`src/rtl/alu_core.sv`:
```
// Pipelined 8-bit ALU; optional shift-add multiplier on opcode 14 when ALU_MUL_EN is defined.
// Latency: 2 edges from capture to out_valid; MUL takes WIDTH edges after capture.
// Backpressure: in_ready drops only while a MUL is pending; output side has none (pulse).
module alu_core #(
   parameter int WIDTH = 8,
   parameter int SEL_W = 4
) (
   input  logic             clock,
   input  logic             reset,
   input  logic             in_valid,
   output logic             in_ready,
   input  logic [WIDTH-1:0] a,
   input  logic [WIDTH-1:0] b,
   input  logic [SEL_W-1:0] selection,
   output logic             out_valid,
   output logic [WIDTH-1:0] result,
   output logic             carry_out
);

   localparam logic [SEL_W-1:0] OP_ADD  = SEL_W'(0);
   localparam logic [SEL_W-1:0] OP_SUB  = SEL_W'(1);
   localparam logic [SEL_W-1:0] OP_AND  = SEL_W'(2);
   localparam logic [SEL_W-1:0] OP_OR   = SEL_W'(3);
   localparam logic [SEL_W-1:0] OP_XOR  = SEL_W'(4);
   localparam logic [SEL_W-1:0] OP_NAND = SEL_W'(5);
   localparam logic [SEL_W-1:0] OP_NOR  = SEL_W'(6);
   localparam logic [SEL_W-1:0] OP_XNOR = SEL_W'(7);
   localparam logic [SEL_W-1:0] OP_SHL  = SEL_W'(8);
   localparam logic [SEL_W-1:0] OP_SHR  = SEL_W'(9);
   localparam logic [SEL_W-1:0] OP_ROL  = SEL_W'(10);
   localparam logic [SEL_W-1:0] OP_ROR  = SEL_W'(11);
   localparam logic [SEL_W-1:0] OP_INC  = SEL_W'(12);
   localparam logic [SEL_W-1:0] OP_DEC  = SEL_W'(13);
   localparam logic [SEL_W-1:0] OP_MUL  = SEL_W'(14);
   localparam logic [SEL_W-1:0] OP_CMP  = SEL_W'(15);

   logic [WIDTH-1:0]   a_q;
   logic [WIDTH-1:0]   b_q;
   logic [SEL_W-1:0]   sel_q;
   logic               v_q;
   logic               accept;
   logic [WIDTH:0]     sum_w;
   logic [WIDTH-1:0]   alu_res;
   logic               alu_c;
   logic               mul_take;
   logic               mul_busy;
   logic               mul_done;
   logic [2*WIDTH-1:0] mul_prod;

   assign accept   = in_valid && in_ready;
   assign in_ready = !reset && !mul_busy;

   always_ff @(posedge clock or posedge reset) begin
      if (reset) begin
         a_q   <= '0;
         b_q   <= '0;
         sel_q <= '0;
         v_q   <= 1'b0;
      end else begin
         v_q <= accept;
         if (accept) begin
            a_q   <= a;
            b_q   <= b;
            sel_q <= selection;
         end
      end
   end

   assign sum_w = {1'b0, a_q} + {1'b0, b_q};

   always_comb begin
      alu_res = '0;
      alu_c   = 1'b0;
      case (sel_q)
         OP_ADD:  begin alu_res = sum_w[WIDTH-1:0]; alu_c = sum_w[WIDTH]; end
         OP_SUB:  begin alu_res = a_q - b_q; alu_c = (a_q < b_q); end
         OP_AND:  alu_res = a_q & b_q;
         OP_OR:   alu_res = a_q | b_q;
         OP_XOR:  alu_res = a_q ^ b_q;
         OP_NAND: alu_res = ~(a_q & b_q);
         OP_NOR:  alu_res = ~(a_q | b_q);
         OP_XNOR: alu_res = ~(a_q ^ b_q);
         OP_SHL:  begin alu_res = {a_q[WIDTH-2:0], 1'b0}; alu_c = a_q[WIDTH-1]; end
         OP_SHR:  begin alu_res = {1'b0, a_q[WIDTH-1:1]}; alu_c = a_q[0]; end
         OP_ROL:  begin alu_res = {a_q[WIDTH-2:0], a_q[WIDTH-1]}; alu_c = a_q[WIDTH-1]; end
         OP_ROR:  begin alu_res = {a_q[0], a_q[WIDTH-1:1]}; alu_c = a_q[0]; end
         OP_INC:  begin alu_res = a_q + WIDTH'(1); alu_c = &a_q; end
         OP_DEC:  begin alu_res = a_q - WIDTH'(1); alu_c = (a_q == '0); end
         OP_MUL:  alu_res = '0;
         OP_CMP: begin
            if (a_q < b_q) begin
               alu_res = '1;
               alu_c   = 1'b1;
            end else if (a_q != b_q) begin
               alu_res = WIDTH'(1);
            end
         end
         default: alu_res = '0;
      endcase
   end

`ifdef ALU_MUL_EN
   localparam int CNT_W = (WIDTH > 2) ? $clog2(WIDTH) : 1;

   typedef enum logic {IDLE, MUL} state_t;

   state_t             state_q;
   state_t             state_d;
   logic [2*WIDTH-1:0] acc_q;
   logic [2*WIDTH-1:0] mcand_q;
   logic [WIDTH-1:0]   mplier_q;
   logic [CNT_W-1:0]   cnt_q;
   logic               mul_last;
   logic [2*WIDTH-1:0] acc_next;

   assign mul_take = v_q && (sel_q == OP_MUL);
   assign mul_last = (state_q == MUL) && (cnt_q == CNT_W'(WIDTH - 1));
   assign acc_next = acc_q + (mplier_q[0] ? mcand_q : '0);
   assign mul_busy = (state_q == MUL) || mul_take;
   assign mul_done = mul_last;
   assign mul_prod = acc_next;

   always_comb begin
      state_d = state_q;
      case (state_q)
         IDLE:    if (mul_take) state_d = MUL;
         MUL:     if (mul_last) state_d = IDLE;
         default: state_d = IDLE;
      endcase
   end

   always_ff @(posedge clock or posedge reset) begin
      if (reset) state_q <= IDLE;
      else       state_q <= state_d;
   end

   // The entry edge already performs iteration 0, so the counter starts at 1.
   always_ff @(posedge clock or posedge reset) begin
      if (reset) begin
         acc_q    <= '0;
         mcand_q  <= '0;
         mplier_q <= '0;
         cnt_q    <= '0;
      end else if (mul_take) begin
         acc_q    <= b_q[0] ? {{WIDTH{1'b0}}, a_q} : '0;
         mcand_q  <= {{(WIDTH-1){1'b0}}, a_q, 1'b0};
         mplier_q <= b_q >> 1;
         cnt_q    <= CNT_W'(1);
      end else if (state_q == MUL) begin
         acc_q    <= acc_next;
         mcand_q  <= mcand_q << 1;
         mplier_q <= mplier_q >> 1;
         cnt_q    <= mul_last ? '0 : cnt_q + CNT_W'(1);
      end
   end
`else
   assign mul_take = 1'b0;
   assign mul_busy = 1'b0;
   assign mul_done = 1'b0;
   assign mul_prod = '0;
`endif

   always_ff @(posedge clock or posedge reset) begin
      if (reset) begin
         out_valid <= 1'b0;
         result    <= '0;
         carry_out <= 1'b0;
      end else begin
         out_valid <= 1'b0;
         if (mul_done) begin
            out_valid <= 1'b1;
            result    <= mul_prod[WIDTH-1:0];
            carry_out <= |mul_prod[2*WIDTH-1:WIDTH];
         end else if (v_q && !mul_take) begin
            out_valid <= 1'b1;
            result    <= alu_res;
            carry_out <= alu_c;
         end
      end
   end

endmodule
```
`config.mk`:
```
export PLATFORM = sky130hd
export DESIGN_NAME = alu_core
export DESIGN_NICKNAME = d
export VERILOG_FILES = /design/src/rtl/alu_core.sv
export SDC_FILE = /design/constraint.sdc
export NUM_CORES = 1
export LEC_CHECK = 0
export BUFFER_PORTS_ARGS = -buffer_cell sky130_fd_sc_hd__buf_2
export CORE_ASPECT_RATIO = 1.25
export CORE_MARGIN = 8
export CORE_UTILIZATION = 35
export CTS_CLUSTER_SIZE = 30
export DETAILED_ROUTE_END_ITERATION = 8
export GPL_TIMING_DRIVEN = 0
export SLEW_MARGIN = 15
export SYNTH_ARGS = -nofsm -noshare
export SYNTH_HDL_FRONTEND = slang
export SYNTH_SLANG_ARGS = --single-unit
```
`constraint.sdc`:
```
create_clock -name clock -period 6 [get_ports clock]
set_input_delay 0.3 -clock clock [delete_from_list [all_inputs] [get_ports clock]]
set_output_delay 0.3 -clock clock [all_outputs]
set_load 0.02 [all_outputs]
```
# Yosys cells after proc, flatten, opt, wreduce, memory -nomap -nowiden
# Cells that the tools add are included.
# op_classes
n_addsub	4
magnitude_cmp	1
eq_ne	16
n_reduce_logical	7
bitwise	6
n_mux	6
# ops
operator	n
$pmux 8 s16	1
$eq 4x4->1 const B	8
$not 8->8	3
$eq 4x3->1 const B	4
$add 8x8->9	1
$add 8x1->8 const B	1
$and 8x8->8	1
$eq 4x2->1 const B	2
$logic_not 8->1	1
$lt 8x8->1	1
$mux 8	1
$ne 8x8->1	1
$or 8x8->8	1
$reduce_and 8->1	1
$sub 8x1->8 const B	1
$sub 8x8->8	1
$xor 8x8->8	1
$pmux 1 s7	1
$eq 4x1->1 const B	1
$logic_not 4->1	1
$reduce_or 2->1	2
$mux 1	3
$logic_and 1x1->1	1
$logic_not 1->1	1
# totals
regBits	31
word_cells	47
input_bits	23

# Logic depth before layout (Yosys ltp)
# depth
word_depth	4
mapped_depth	10

# Worst setup path after synthesis
# OpenSTA, ideal clock, no wires.
# synth_path
kind	reg-to-reg
start	register a_q[0]
end	register result[7]
synth_period_minus_slack_ns	2.587
slack_ns	3.413
path_stages_with_launch	11
t_arrival_ns	2.466
setup_ns	0.121
cell_sequence	dfrtp_1 -> clkbuf_1 -> inv_1 -> ha_1 -> fa_1 -> or3_4 -> a31oi_4 -> o41ai_2 -> nor3_2 -> o211ai_1 -> a22o_1
# synth_via
elab_chain_len	3
elab_cells_between_ends	7
cone_classes	add/sub (4); order compare (1); mux (2)
# synth_lines
element	line	rtl
from (decl)	37	logic [WIDTH-1:0] a_q;
from (signal assigned)	55	a_q <= '0;
from (signal assigned)	62	a_q <= a;
$lt 8x8->1	91	if (a_q < b_q) begin
$mux 8	91	
$pmux 8 s16 (*)	74	case (sel_q)
to (signal assigned)	172	result <= mul_prod[WIDTH-1:0];
to (signal assigned)	176	result <= alu_res;
to (decl)	16	output logic [WIDTH-1:0] result,
# Every way passes the cells marked *; elsewhere a longest branch is shown, timed or not.
# A chain may end at the register's enable or synchronous reset.

# Worst setup path in the final report
# layout_path
start	register a_q[0]
end	register result[1]
# Same word-level chain as after synthesis.

==> qor.csv <==
stage,metric,value,unit
clock_tree,clock sink count,31,
status,run status,completed,
floorplan,width of the die,100.6,um
worst_hold_path,worst hold path type,input pin to async pin,
clock_tree,worst skew pair latency,0.30,ns
floorplan,num rows,38,
detailed_routing,Wirelength per Cell,20.65,um
layout,# nets final,482,
clock_tree,setup bufs post-CTS,0,
detailed_routing,Final ANT Viol Nets,0,
critical_path,CP Class,flop to flop,
critical_path,critical path cell sequence,"clkbuf_1, inv_1, ha_1, fa_1, or3_4, a31oi_4, o41ai_2, o32ai_1, o21ai_1",
critical_path,CP required,6.18,ns
floorplan,Starting Density,36.02,%
timing,setup TNS,0,ns
placement,I/O Buffers,33,
grt,GR Util met2,30.75,%
grt,vias in the first global route,3197,
synthesis,Async SR Flop Fraction,100.0,%
power,internal power,584.3,uW
clock_tree,Max H-tree Level,2,
timing,slew margin rel.,41.54,%
clock_tree,CTS tree,yes,
synthesis,Avg Inst Size Synth,7.996,sq um
grt,largest net degree at the start of global routing,33,
detailed_routing,Via density,5.895,
synthesis,synthesized net count,442,
timing,Tcrit/Tclk final,56.44,%
timing,highest clock rate,0.2953,GHz
placement,Final GP Congestion,0.9814,
detailed_routing,DRC viols,0,
timing,Final Max Slew Viols,0,
layout,sequential cell area,775.7,sq um
power,P_leak,1.512,nW
synthesis,mapped cell area,3134,sq um
grt,wire length of the first global-routing pass,17910,um
power,switch share,44.40,%
synthesis,Synth Flop Type,dfrtp_1,
power,Comb power frac,52.2,%
timing,worst slew pin tran,0.8674,ns
power,Pwr Density,294.6,nW/um^2
grt,global-route track usage on met1,22.96,%
floorplan,DIE HEIGHT,121.8,um
critical_path,WP data arrival,3.56,ns
critical_path,max incr delay on CP,0.49,ns
clock_tree,cts hold-fix bufs,0,
layout,diode count,0,
critical_path,CP max-delay cell,fa_1,
detailed_routing,Initial DRC Count,391,
grt,antenna violations before repair,0,
critical_path,Bufs and invs on worst path,2,
clock_tree,Resized cells post-CTS,0,
grt,Tot GR Track Use,18.99,%
power,Psw,466.6,uW
timing,RSZ-0062 raised after global routing,no,
placement,HPWL Detailed,8763,um
timing,Hold Fails Final Rpt,0,
clock_tree,clock slew seen by the registers of the worst setup and hold paths,0.07,ns
layout,"commonest non-fill, non-tap cell in the layout",buf_2,
grt,GR Util met3,3.253,%
clock_tree,clock buffer depth,2,
critical_path,crit path max fanout,8,
timing,fin crit period,3.387,ns
detailed_routing,DR pass1 iterations,6,
synthesis,Syn Inst Count,392,
grt,gr busiest metal,met2,
layout,Syn-to-layout area delta,13.81,%
floorplan,DIE AREA,12260,sq um
synthesis,Post-synth EDFFs,0,
run,Max Cap Viol,0,
synthesis,Yosys reg bits,31,
floorplan,Core Area,8701,sq um
detailed_routing,DRT Wirelength,11420,um
power,Clk network pwr share,21.4,%
clock_tree,CTS root buffer,clkbuf_8,
floorplan,I/O Pins,34,
layout,multi-input combinational cell area,2100,sq um
timing,"Setup violations, final",0,
power,VDD IR-drop max,93.78,uV
critical_path,Top delay family on crit path,compound AO/OA/AOI/OAI gates,
power,Sequential Power Share,26.4,%
grt,grt ovf,0,
layout,fillcell total,926,
detailed_routing,via count,3260,
timing,Clock Skew,0.007270,ns
layout,most frequent cells in the layout,"buf_2 (45), nand2_1 (38), dfrtp_1 (31)",
synthesis,sequential-to-total area share from yosys stat,24.75,%
critical_path,crit end category,flop,
timing,Hold WS,0.1046,ns
layout,share of layout cells above drive strength 1,16.40,%
clock_tree,Inserted Clock Buffers,5,
synthesis,Netlist cell types,68,
critical_path,Startpoint Class,flop,
synthesis,warnings from Yosys,0,
## stage by stage
stage	cell area [sq um]	utilization, %	setup WS (ns)	power, mW	std cells
2_1_floorplan	3134	-	3.413	0.6566	392
3_5_place_dp	3450	39.65	2.751	0.8159	545
4_1_cts	3567	41.00	2.711	1.046	553
3_3_place_gp	3450	39.65	2.716	0.8188	545
6_report	3567	41.00	2.613	1.051	553
5_1_grt	3567	41.00	2.547	1.111	553
## power groups by stage
| stage | registers (mW) | clock network [mW] | logic [mW] |
|---|---|---|---|
| floorplan | 0.299 | 0 | 0.357 |
| global placement | 0.281 | 0 | 0.537 |
| detailed placement | 0.282 | 0 | 0.534 |
| CTS | 0.278 | 0.231 | 0.537 |
| global route | 0.284 | 0.239 | 0.589 |
| finish | 0.278 | 0.225 | 0.548 |
## registers in the layout, summed over array words and instances (netlist names)
register   count
sel_q          4
result         8
a_q            8
carry_out      1
b_q            8
out_valid      1
v_q            1
## layout make-up
cell class,count,area share [%]
Clock inverter,2,0.9821
Timing Repair Buffer,33,4.630
Clock buffer,6,2.315
Sequential cell,31,21.75
Inverter,30,3.157
Tap cell,120,4.209
Buffer,30,4.104
Multi-Input combinational cell,301,58.86
## routing by layer
| layer | share of wire (%) | up-vias | routed length [um] |
|---|---|---|---|
| met4 | 5.2 | 0 | 597 |
| met1 | 41 | 1539 | 4656 |
| met3 | 7.0 | 42 | 798 |
| met5 | 0 | - | 0 |
| met2 | 47 | 186 | 5366 |
| li1 | - | 1493 | - |
## cell families (layout without fill, tap and decap cells)
| logic type | Yosys count | in the layout | share of synthesized area, % |
|---|---|---|---|
| DFF | 31 | 31 | 24.75 |
| muxes | 9 | 9 | 2.994 |
| adders and majority gates | 27 | 27 | 11.26 |
| AOI/OAI and AO/OA | 124 | 124 | 28.02 |
| and+or+nand+nor | 125 | 125 | 20.24 |
| buffers and inverters | 60 | 101 | 8.264 |
| xor gates and xnor gates | 16 | 16 | 4.471 |
## cells in the mapped netlist (4+ instances only)
master	count	area [sq um]
a21oi_1	19	95.09
a31oi_1	4	25.02
ha_1	25	312.8
o21ai_0	25	125.1
nand2b_1	8	50.05
nor2_1	30	112.6
clkbuf_1	11	41.29
xnor2_1	10	87.58
o22ai_1	6	37.54
o211ai_1	6	45.04
o31ai_1	4	30.03
nor2b_1	7	43.79
a22o_1	5	43.79
nand2_1	38	142.6
a211oi_1	8	60.06
mux2i_1	6	60.06
buf_4	5	37.54
nor3_1	7	35.03
nand4_1	5	31.28
o21bai_1	4	30.03
o2bb2ai_1	4	35.03
o21ai_1	4	20.02
xor2_1	6	52.55
inv_1	28	105.1
dfrtp_1	31	775.7
nand3_1	9	45.04
buf_2	12	60.06
## path summary, 6_finish.rpt
kind                            slack (ns)         start  depth (start not counted)        end
worst max register to register        2.61        a_q[0]                          9  result[1]
worst min-delay path                  0.10         reset                          2     b_q[5]
min in group clock                    0.20  selection[1]                          3   sel_q[1]
worst min register to register        0.47           v_q                          0  out_valid
worst max-delay path                  2.61        a_q[0]                          9  result[1]
max in group asynchronous             5.45         reset                          2     b_q[7]
(Power assumes the default switching activity.)
